==> src/rtl/dma_multichannel.sv <==
// Multi-channel memory-to-memory DMA engine with round-robin channel selection.
// Every word is read, latched and written within one bus tenure of at most BURST words.
module dma_multichannel #(
  parameter int NCH   = 2,
  parameter int AW    = 8,
  parameter int DW    = 32,
  parameter int CW    = 6,
  parameter int BURST = 4,
  localparam int CHW  = (NCH > 1) ? $clog2(NCH) : 1
) (
  input  logic           clock,
  input  logic           reset,
  input  logic           cfg_valid,
  input  logic [CHW-1:0] cfg_ch,
  input  logic [AW-1:0]  cfg_src,
  input  logic [AW-1:0]  cfg_dst,
  input  logic [CW-1:0]  cfg_count,
  output logic           cfg_err,
  output logic           bus_req,
  input  logic           bus_grant,
  output logic [AW-1:0]  bus_addr,
  output logic           bus_rd,
  output logic           bus_wr,
  input  logic [DW-1:0]  bus_rdata,
  output logic [DW-1:0]  bus_wdata,
  output logic [NCH-1:0] ch_busy,
  output logic [NCH-1:0] ch_done
);
  localparam int unsigned NCHU = NCH;

  typedef enum logic [2:0] {S_IDLE, S_REQ, S_READ, S_LATCH, S_WRITE, S_RELEASE} state_t;
  state_t state, state_nx;

  logic [AW-1:0]  src [NCH];
  logic [AW-1:0]  dst [NCH];
  logic [CW-1:0]  idx [NCH];
  logic [CW-1:0]  rem [NCH];
  logic [CHW-1:0] ptr, cur, pick, cand;
  logic           pick_valid;
  logic [CW-1:0]  burst_cnt;
  logic [DW-1:0]  hold;
  logic           cfg_in_range, last_word;

  assign cfg_in_range = (32'(cfg_ch) < NCHU);
  assign last_word    = (rem[cur] == CW'(1));

  // Scan starts just after the last served channel so every busy channel gets a turn.
  always_comb begin
    pick       = '0;
    pick_valid = 1'b0;
    cand       = '0;
    for (int unsigned k = 1; k <= NCHU; k++) begin
      cand = CHW'((32'(ptr) + k) % NCHU);
      if (!pick_valid && ch_busy[cand]) begin
        pick       = cand;
        pick_valid = 1'b1;
      end
    end
  end

  always_ff @(posedge clock) begin
    if (reset) state <= S_IDLE;
    else       state <= state_nx;
  end

  always_comb begin
    state_nx = state;
    case (state)
      S_IDLE:    if (pick_valid) state_nx = S_REQ;
      S_REQ:     if (bus_grant) state_nx = S_READ;
      S_READ:    state_nx = S_LATCH;
      S_LATCH:   state_nx = S_WRITE;
      S_WRITE: begin
        if (last_word || burst_cnt == CW'(BURST - 1) || !bus_grant) state_nx = S_RELEASE;
        else                                                         state_nx = S_READ;
      end
      S_RELEASE: state_nx = S_IDLE;
      default:   state_nx = S_IDLE;
    endcase
  end

  always_comb begin
    bus_req   = 1'b0;
    bus_rd    = 1'b0;
    bus_wr    = 1'b0;
    bus_addr  = '0;
    bus_wdata = '0;
    case (state)
      S_REQ, S_LATCH: bus_req = 1'b1;
      S_READ: begin
        bus_req  = 1'b1;
        bus_rd   = 1'b1;
        bus_addr = src[cur] + AW'(idx[cur]);
      end
      S_WRITE: begin
        bus_req   = 1'b1;
        bus_wr    = 1'b1;
        bus_addr  = dst[cur] + AW'(idx[cur]);
        bus_wdata = hold;
      end
      default: ;
    endcase
  end

  always_ff @(posedge clock) begin
    if (reset) begin
      ch_busy   <= '0;
      ch_done   <= '0;
      cfg_err   <= 1'b0;
      ptr       <= CHW'(NCH - 1);
      cur       <= '0;
      hold      <= '0;
      burst_cnt <= '0;
      for (int unsigned k = 0; k < NCHU; k++) begin
        src[k] <= '0;
        dst[k] <= '0;
        idx[k] <= '0;
        rem[k] <= '0;
      end
    end else begin
      ch_done <= '0;
      cfg_err <= 1'b0;
      case (state)
        S_IDLE:    if (pick_valid) cur <= pick;
        S_REQ:     burst_cnt <= '0;
        S_LATCH:   hold <= bus_rdata;
        S_WRITE: begin
          idx[cur]  <= idx[cur] + CW'(1);
          rem[cur]  <= rem[cur] - CW'(1);
          burst_cnt <= burst_cnt + CW'(1);
          if (last_word) begin
            ch_busy[cur] <= 1'b0;
            ch_done[cur] <= 1'b1;
          end
        end
        S_RELEASE: ptr <= cur;
        default: ;
      endcase
      // A channel finishing this cycle is still busy here, so a load to it is rejected.
      if (cfg_valid) begin
        if (!cfg_in_range || ch_busy[cfg_ch]) begin
          cfg_err <= 1'b1;
        end else if (cfg_count == '0) begin
          ch_done[cfg_ch] <= 1'b1;
        end else begin
          src[cfg_ch]     <= cfg_src;
          dst[cfg_ch]     <= cfg_dst;
          idx[cfg_ch]     <= '0;
          rem[cfg_ch]     <= cfg_count;
          ch_busy[cfg_ch] <= 1'b1;
        end
      end
    end
  end
endmodule

==> config.mk <==
export PLATFORM = sky130hd
export DESIGN_NAME = dma_multichannel
export DESIGN_NICKNAME = d
export VERILOG_FILES = /design/src/rtl/dma_multichannel.sv
export SDC_FILE = /design/constraint.sdc
export NUM_CORES = 1
export LEC_CHECK = 0
export CAP_MARGIN = 20
export CORE_MARGIN = 2
export CORE_UTILIZATION = 47
export DETAILED_ROUTE_END_ITERATION = 8
export PLACE_DENSITY_LB_ADDON = 0.08
export SYNTH_ARGS = -nofsm -noshare
export SYNTH_HDL_FRONTEND = slang
export SYNTH_SLANG_ARGS = --single-unit
==> constraint.sdc <==
create_clock -name clock -period 3.3 [get_ports clock]
set_clock_uncertainty 0.15 [all_clocks]
set_input_delay 0.66 -clock clock [delete_from_list [all_inputs] [get_ports clock]]
set_output_delay 0.66 -clock clock [all_outputs]
set_load 0.02 [all_outputs]
Word level (Yosys, flattened, before mapping). Memories as Yosys holds them, arrays and structs flattened. A register that Yosys moved wholly into a read port is not among the register bits. Index checks and enable logic that the tools add are counted.

Register bits: 48. Bits in writable memories: 56. Input port bits: 59. Output and inout bits: 48. Word-level logic and storage cells: 131. Memories: 4.

Memories: dst (words 2, bits a word 8, read ports 1, clocked after Yosys merged registers in 1, wr ports 2, RTL line 35) `logic [AW-1:0] dst [NCH];`; src (words 2, bits a word 8, read ports 1, clocked after Yosys merged registers in 1, wr ports 2, RTL line 34) `logic [AW-1:0] src [NCH];`; idx (words 2, bits a word 6, read ports 1, clocked after Yosys merged registers in 1, wr ports 2, RTL line 36) `logic [CW-1:0] idx [NCH];`; rem (words 2, bits a word 6, read ports 1, clocked after Yosys merged registers in 1, wr ports 2, RTL line 37) `logic [CW-1:0] rem [NCH];`.

Add/subtract/negate cells: 7. $lt $le $gt $ge: 6. Equal/unequal tests: 9. Muxes and demuxes: 72. Bitwise gates (word level): 5. Reductions and logical operators: 20.

Operator list (number): $mux W1 (45); $mux W32 (1); $mux W2 (12); $mux W6 (4); $reduce_or A6 Y1 (4); $add A8 B6 Y8 (2); $mux W8 (2); $pmux W8 S2 (1); $reduce_or A8 Y1 (2); $pmux W3 S5 (1); $add A6 B1 Y6 const B (2); $pmux W6 S2 (1); $mux W3 (3); $lt A1 B2 Y1 const B (4); $eq A3 B2 Y1 const B (2); $eq A3 B3 Y1 const B (2); $eq A6 B1 Y1 const B (1); $eq A6 B2 Y1 const B (1); $logic_not A6 Y1 (1); $sub A6 B1 Y6 const B (1); $ne A2 B2 Y1 const B (2); $or A2 B2 Y2 (2); $reduce_and A2 Y1 (2); $reduce_or A4 Y1 (1); other kinds (13) (20).

Depth between registers and ports, before layout. Gate-level depths: netlist of the first run.

Depth in word-level cells: 13. Mapped depth: 12.

Worst setup path after synthesis of the first run. No wires, ideal clock.

Path kind: reg-to-output. From: reg (tool-made name). To: out bus_addr[7]. Data arrival time: 2.670 ns. Data required time: 2.490 ns. Setup slack: -0.180 ns. Cell stages (with the launch flop): 10. Cells stage by stage: dfxtp_1 buf_2 buf_2 mux4_2 ha_1 a211oi_1 nor2_1 o211ai_1 xor2_1 nor2_1.

RTL lines: to (decl) (RTL line 21) `output logic [AW-1:0] bus_addr,`.

Final worst setup path of the first run.
From: reg state[1]. To: out bus_addr[7].

Longest elaborated chain between the ends: 2. Elaborated cells between the ends (all ways): 3. Those cells by class: 2 x eq/ne; 1 x mux.

Ends and longest elaborated chain: from (decl) (RTL line 32) `state_t state, state_nx;`; from (signal assigned) (RTL line 63) `else state <= state_nx;`; $eq A3 B3 Y1 / $eq A3 B2 Y1 (equally long branches) (RTL line 88) `case (state)`; $pmux W8 S2 * (RTL line 88).

Mark *: on every way between the ends. The rest lies on a longest branch, timed or not.

==> results of run 1 <==
area by class of cell:
| cell class | count | area share (%) |
|---|---|---|
| multi-input cells | 408 | 37.38 |
| flip-flops and latches | 105 | 36.99 |
| repair buffers | 147 | 19.86 |
| well taps | 140 | 2.541 |
| clock buffers | 13 | 2.305 |
| inverters | 13 | 0.7079 |
| clock inverters | 3 | 0.2178 |
power breakdown:
part / switching, uW / internal [uW]
sequential: 40.9 / 1420
combinational: 270 / 240
clock: 407 / 312
how the worst max path moves through the flow:
stage / start / to / slack [ns]
after floorplan: flip-flop / bus_addr[3] / -0.03
after global placement: state[0] / bus_addr[7] / -0.28
after detailed placement: state[0] / bus_addr[6] / -0.34
after CTS: state[1] / bus_addr[7] / -0.15
after global routing: state[1] / bus_addr[6] / -0.27
final: state[1] / bus_addr[7] / -0.13
repair_timing:
action,4_1_cts,5_1_grt
setup buffers,2,0
pin swaps,10,4
gates resized for setup,57,6
setup endpoints to repair,8,8
through the flow:
stage | TNS [ns] | worst slack (ns) | power [uW]
floorplan | -0.04446 | -0.02613 | 1770
global placement | -1.100 | -0.2799 | 1984
detailed placement | -1.483 | -0.3416 | 1992
CTS | -0.3611 | -0.1496 | 2716
global route | -0.9898 | -0.2669 | 2826
finish | -0.3184 | -0.1334 | 2693
placed cells by master, fill, tap and decap left out, types with 6 or more instances in the layout:
master | Yosys | layout
a21oi_1 | 53 | 53
a22o_1 | 7 | 7
and2_1 | 64 | 64
buf_4 | 0 | 39
buf_6 | 0 | 6
clkbuf_8 | 0 | 11
clkdlybuf4s50_1 | 0 | 98
dfxtp_1 | 61 | 57
edfxtp_1 | 44 | 44
inv_1 | 12 | 11
mux2i_1 | 11 | 11
mux4_2 | 8 | 8
nand2_1 | 112 | 112
nand3_1 | 10 | 10
nor2_1 | 27 | 22
nor3_1 | 9 | 8
o21ai_0 | 23 | 21
xnor2_1 | 7 | 7
layer usage:
metal	track usage, %	wire length, um	share of wire (%)	vias to the layer above
met4	6.868	232	1.8	0
met5	0	0	0	-
li1	-	-	-	2178
met2	37.40	6134	48	129
met1	28.05	5428	42	2096
met3	7.531	981	7.7	20
worst register-to-register path, stage by stage, from the launching register on:
cell,delay [ns]
dfxtp_4,0.39
buf_4,0.15
buf_4,0.21
mux2i_1,0.25
inv_1,0.09
ha_1,0.21
nor4b_1,0.15
nand2_1,0.07
nand2_1,0.16
o311a_1,0.39
nor3_1,0.20
kinds of logic (layout without fill, tap and decap cells):
group | count (synthesis) | after routing | share of synthesized area [%]
compound gates | 115 | 115 | 13.58
xor+xnor | 12 | 12 | 2.027
fa+ha+maj | 11 | 11 | 2.799
buf+inv | 42 | 176 | 3.112
flops | 105 | 105 | 49.02
mux | 21 | 21 | 6.031
simple gates | 249 | 249 | 23.43
flip-flops by register name, indices dropped and copies added (netlist names), named ones only:
signal and count:
idx 12, ch_done 2, ch_busy 2, cfg_err 1, rem 12, cur 1, ptr 1, hold 32
burst_cnt 6, src 16, state 3, dst 16
==> key figures, run 1 <==
Worst setup path
  • Setup slack, reg-to-reg: 0.78 ns
  • Crit path kind: flip-flop to output pin
  • Worst path bufs/invs: 3
  • CP max stage cell: or3_1
  • Most used cell, CP: buf_6
  • Critical path startpoint category: flip-flop
  • Crit path max-delay family: simple AND/OR/NAND/NOR gates
  • Critical path depth in cells: 10
  • Crit-path cells: nor3b_4 > buf_6 > buf_6 > mux4_2 > ha_2 > or3_1 > o211ai_1 > xor2_1 > nor2_2 > buf_6
  • Cells on worst reg2reg path: 10
  • Crit path DAT: 2.62 ns
  • Worst r2r dst: state[1]
  • Worst Path Max Fanout: 5
  • CP Data Required Time: 2.49 ns
  • Max incr delay on CP: 0.37 ns
  • Worst Setup End Kind: output pin

Layout
  • Antenna Diode Count: 0
  • Nets: 754
  • Share of layout cells above drive strength 1: 14.80%
  • Core Util, Final: 63.87%
  • Fin cells: 829
  • Fillers: 904
  • Multi-input gate area in the final layout: 2576 um^2
  • Design Area, Final: 6893 um^2
  • Area delta synth->final: 32.91%
  • Seq. cell area: 2550 um^2

Synthesis
  • Flops & latches, synth: 105
  • Register area share after synthesis: 49.02%
  • Cell with the most instances after synthesis: nand2_1
  • EDFF count, synth: 44
  • Async SR Flop Fraction: 0%
  • Synth Flop Type: dfxtp_1
  • Synth warnings: 0
  • Synthesized area per cell: 9.345 um^2
  • Area leader, netlist: edfxtp_1
  • Synthesized area: 5186 um^2
  • Largest cells by area after synthesis: edfxtp_1 (25%), dfxtp_1 (24%), nand2_1 (8.1%)
  • Synthesized instance count: 555
  • Top-area cell type share of the netlist area: 25.48%
  • Commonest cells in the netlist: nand2_1 (112), and2_1 (64), dfxtp_1 (61)
  • Post-synthesis cell type count: 56
  • Syn_nets: 625

Worst hold path
  • Worst Hold Class: flip-flop to flip-flop
  • Worst Hold Path EP: hold[16]
  • Worst hold stages: 2
  • Hold Startpoint: hold[16]

Global route
  • Largest net degree at the start of global routing: 40
  • Total congestion overflow: 0
  • First-pass GRT wire length: 20750 um
  • Vias in the first global route: 4336
  • Global-route usage over all layers: 22.63%
  • Initial antenna violation count: 0

Routing
  • DRC: 0
  • Drt first pass iters: 4
  • Via density: 5.335
  • Avg WL per Cell: 15.41 um
  • DR vias: 4423
  • Remaining antenna violation count after routing: 0
  • Initial detailed-routing violation count: 230
  • Final wirelength: 12780 um

Place
  • Placed cell area: 6630 um^2
  • Cell count after placement: 811
  • Detail Placement HPWL: 9417 um
  • IO buf count: 106
  • Routability Congestion: 0.9126

Power
  • Power Density: 390.6 nW/um^2
  • Worst IR Drop VDD: 0.3338 mV
  • Lkg Pwr: 0.002519 uW

Clocking
  • Number of H-tree levels: 3
  • Root Driver: clkbuf_8
  • Clock sinks: 105
  • CTS clk-pin slew, worst paths: 0.09 ns
  • CTS buffer count: 9
  • Clock buffer depth: 2
  • Hold Buf Count CTS: 0
  • CTS tree: done
  • Worst skew pair latency: 0.37 ns

Timing
  • Final slew viol count: 0
  • Slew HR: 45.78%
  • Fmax: 291.3 MHz
  • Setup violators final: 4
  • Slew @ Worst Pin: 0.8090 ns
  • Crit share post-route: 104.0%
  • WHS: 0.3021 ns
  • Setup WS post-layout: -0.1334 ns
  • Hold Fails Final Rpt: 0
  • Final min period: 3.433 ns
  • RSZ-0062 raised after global routing: true

Floorplanning
  • Width of the die: 109.0 um
  • Initial Util: 48.05%
  • Core Area: 10790 um^2
  • DIE HEIGHT: 109.0 um
  • Total Die Area: 11890 um^2
  • Row cnt: 38
  • I/O Pins: 107

Outcome
  • Failing checks: setup timing
  • Status: finished with violations

Run
  • Number of max-cap violations: 0
Note: power is estimated with default switching activity, not from simulation.
==> run 2, diff against run 1 <==
--- a/config.mk
+++ b/config.mk
@@ -7,7 +7,8 @@
 export LEC_CHECK = 0
 export CAP_MARGIN = 20
 export CORE_MARGIN = 2
-export CORE_UTILIZATION = 47
+export CORE_UTILIZATION = 48
+export CTS_BUF_LIST = sky130_fd_sc_hd__clkbuf_4 sky130_fd_sc_hd__clkbuf_8
 export DETAILED_ROUTE_END_ITERATION = 8
 export PLACE_DENSITY_LB_ADDON = 0.08
 export SYNTH_ARGS = -nofsm -noshare
==> run 2 against run 1 <==
Effect of this change: the run still ends with setup timing left; critical path depth unchanged; count of clock-buffer cells in the layout fell by 4; cell count decreased by 0.36%; routed wire length up 1.1%; global-route usage up 0.10 points; maximum frequency decreased by 4.5%; setup slack got worse by 0.16 ns; total power rose by 1.9%; design area increased by 1.2%; non-clock buffer count is 1 higher.
==> key figures, run 2 (synthesized netlist as in run 1, its figures left out) <==
Outcome
  • Failing checks: setup timing (unchanged)
  • Status: finished with violations (unchanged)

Clocking
  • CTS tree: done (unchanged)
  • Clock sinks: 105 (unchanged)
  • Number of H-tree levels: 3 (unchanged)
  • Hold Buf Count CTS: 0 (unchanged)
  • CTS clk-pin slew, worst paths: 0.11 ns (was 0.09 ns)
  • Worst skew pair latency: 0.38 ns (was 0.37 ns)
  • CTS buffer count: 9 (unchanged)
  • Clock buffer depth: 2 (unchanged)
  • Root Driver: clkbuf_8 (unchanged)

Power
  • Sw Ratio: 28.75% (was 26.65%)
  • Lkg Pwr: 0.002534 uW (was 0.002519 uW)
  • Sequential Power Share: 53.4% (was 54.4%)
  • Comb power frac: 18.9% (about the same)
  • Internal power: 1955 uW (was 1975 uW)
  • Worst IR Drop VDD: 0.2477 mV (was 0.3338 mV)
  • Power Density: 393.4 nW/um^2 (was 390.6 nW/um^2)
  • Sw Pwr: 788.9 uW (was 717.7 uW)
  • Clk pwr share: 27.7% (was 26.7%)

Worst setup path
  • Critical path startpoint category: flip-flop (unchanged)
  • Worst r2r dst: state[1] (unchanged)
  • Crit-path cells: nor3b_4 > buf_6 > buf_6 > mux4_2 > ha_4 > or3_1 > o211ai_1 > xor2_1 > nor2_2 > buf_6 (was nor3b_4 > buf_6 > buf_6 > mux4_2 > ha_2 > or3_1 > o211ai_1 > xor2_1 > nor2_2 > buf_6)
  • Crit path DAT: 2.78 ns (was 2.62 ns)
  • Worst path bufs/invs: 3 (unchanged)
  • CP max stage cell: dfxtp_2 (was or3_1)
  • CP startpoint: state[0] (was state[1])
  • Worst Path Max Fanout: 4 (was 5)
  • Max incr delay on CP: 0.35 ns (was 0.37 ns)
  • Setup slack, reg-to-reg: 0.69 ns (was 0.78 ns)
  • Cells on worst reg2reg path: 10 (unchanged)
  • Crit path max-delay family: simple AND/OR/NAND/NOR gates (unchanged)
  • CP Data Required Time: 2.49 ns (about the same)
  • Worst Setup End Kind: output pin (unchanged)
  • Crit path kind: flip-flop to output pin (unchanged)
  • Critical path depth in cells: 10 (unchanged)
  • Most used cell, CP: buf_6 (unchanged)
  • CP endpoint: bus_addr[7] (unchanged)

Worst hold path
  • Worst Hold Class: flip-flop to flip-flop (unchanged)

Timing
  • Setup WS post-layout: -0.2933 ns (was -0.1334 ns)
  • Final TNS setup: -0.8759 ns (was -0.3184 ns)
  • Hold Fails Final Rpt: 0 (unchanged)
  • Setup violators final: 5 (was 4)
  • Final min period: 3.593 ns (was 3.433 ns)
  • Slew HR: 47.99% (was 45.78%)
  • Fmax: 278.3 MHz (was 291.3 MHz)
  • Final slew viol count: 0 (unchanged)
  • RSZ-0062 raised after global routing: true (unchanged)
  • Slew @ Worst Pin: 0.7773 ns (was 0.8090 ns)
  • Crit share post-route: 108.9% (was 104.0%)

Layout
  • Most common cell after layout, fill and taps aside: nand2_1 (unchanged)
  • Area delta synth->final: 34.50% (was 32.91%)
  • Largest register FFs: 32 (unchanged)
  • Reg with most FFs: hold (unchanged)
  • Commonest cells after routing, fill and taps aside: nand2_1 (112), clkdlybuf4s50_1 (98), and2_1 (64) (unchanged)
  • Antenna Diode Count: 0 (unchanged)
  • Nets: 755 (was 754)
  • Fillers: 854 (was 904)
  • Design Area, Final: 6975 um^2 (was 6893 um^2)
  • Share of layout cells above drive strength 1: 15.80% (was 14.80%)
  • Core Util, Final: 66.97% (was 63.87%)
  • Largest regs: hold x32, dst x16, src x16 (unchanged)

Place
  • Placed cell area: 6610 um^2 (was 6630 um^2)
  • Place WS: -0.3774 ns (was -0.3416 ns)
  • Routability Congestion: 0.8522 (was 0.9126)
  • Detail Placement HPWL: 9288 um (was 9417 um)
  • IO buf count: 106 (unchanged)

Floorplanning
  • I/O Pins: 107 (unchanged)
  • DIE HEIGHT: 107.9 um (was 109.0 um)
  • Total Die Area: 11650 um^2 (was 11890 um^2)
  • Row cnt: 37 (was 38)
  • Initial Util: 49.79% (was 48.05%)
  • Core Area: 10420 um^2 (was 10790 um^2)
  • Width of the die: 107.9 um (was 109.0 um)

Global route
  • Global-route usage over all layers: 22.73% (was 22.63%)
  • First-pass GRT wire length: 20810 um (was 20750 um)
  • Vias in the first global route: 4390 (was 4336)
  • Largest net degree at the start of global routing: 41 (was 40)
  • Initial antenna violation count: 0 (unchanged)
  • Total congestion overflow: 0 (unchanged)

Routing
  • Avg WL per Cell: 15.64 um (was 15.41 um)
  • Initial detailed-routing violation count: 218 (was 230)
  • DR vias: 4407 (was 4423)
  • Via density: 5.335 (about the same)
  • Remaining antenna violation count after routing: 0 (unchanged)
  • Final wirelength: 12920 um (was 12780 um)
  • DRC: 0 (unchanged)
  • Drt first pass iters: 4 (unchanged)

Run
  • Number of max-cap violations: 0 (unchanged)
## run 2: changes by cell type in the layout (fill, tap and decap cells not counted), sizes merged
cell and change:
clkinv +1, dlymetal6s2s -1, clkbuf -4, buf +1
dlygate4sd2 +1, inv +3
## run 2: layer usage
metal / share of wire, % / GRT usage, % / vias up
met4: 1.2 / 5.311 / 0
li1: - / - / 2189
met1: 44 / 28.94 / 2089
met3: 7.3 / 7.414 / 16
met2: 48 / 37.78 / 113
met5: 0 / 0 / -
## run 2: how the worst min path moves through the flow
stage,cells past startpoint,start,endpoint
3_5_place_dp,2,hold[30],hold[30]
4_1_cts,2,hold[30],hold[30]
6_report,2,hold[30],hold[30]
5_1_grt,2,hold[27],hold[27]
2_1_floorplan,2,hold[0],hold[0]
3_3_place_gp,2,hold[8],hold[8]
## run 2: power groups by stage
stage,combinational [uW],sequential (uW),clock (uW)
floorplan,289,1480,0
global route,569,1470,832
detailed placement,499,1490,0
global placement,490,1490,0
finish,519,1460,761
CTS,507,1460,778
## run 2: layout make-up
type                    instances  area [um^2]  area share (%)
flip-flops and latches        105         2546           36.50
clock buffers                   9        123.9           1.776
multi-input cells             408         2633           37.74
well taps                     136        170.2           2.439
clock inverters                 7        65.06          0.9327
inverters                      13        48.80          0.6996
repair buffers                148         1389           19.91
## run 2: what timing repair did
action                     CTS  global route
setup endpoints to repair    8             7
buffers inserted             4             0
hold endpoints to repair     0             0
resized for setup           56            16
pin swaps                   14            14
## run 2: through the flow
step	total power [uW]	cells	hold slack, ns
floorplan	1770	555	0.2817
global placement	1981	805	0.2872
detailed placement	1992	805	0.2920
CTS	2749	825	0.3086
global route	2873	826	0.3297
finish	2744	826	0.3053
## run 2: tightest hold or removal path: cells and delay by family (launching register included)
kind	cells	cell delay, ns
AOI/OAI and AO/OA	1	0.05
and+or+nand+nor	1	0.05
DFF	1	0.32
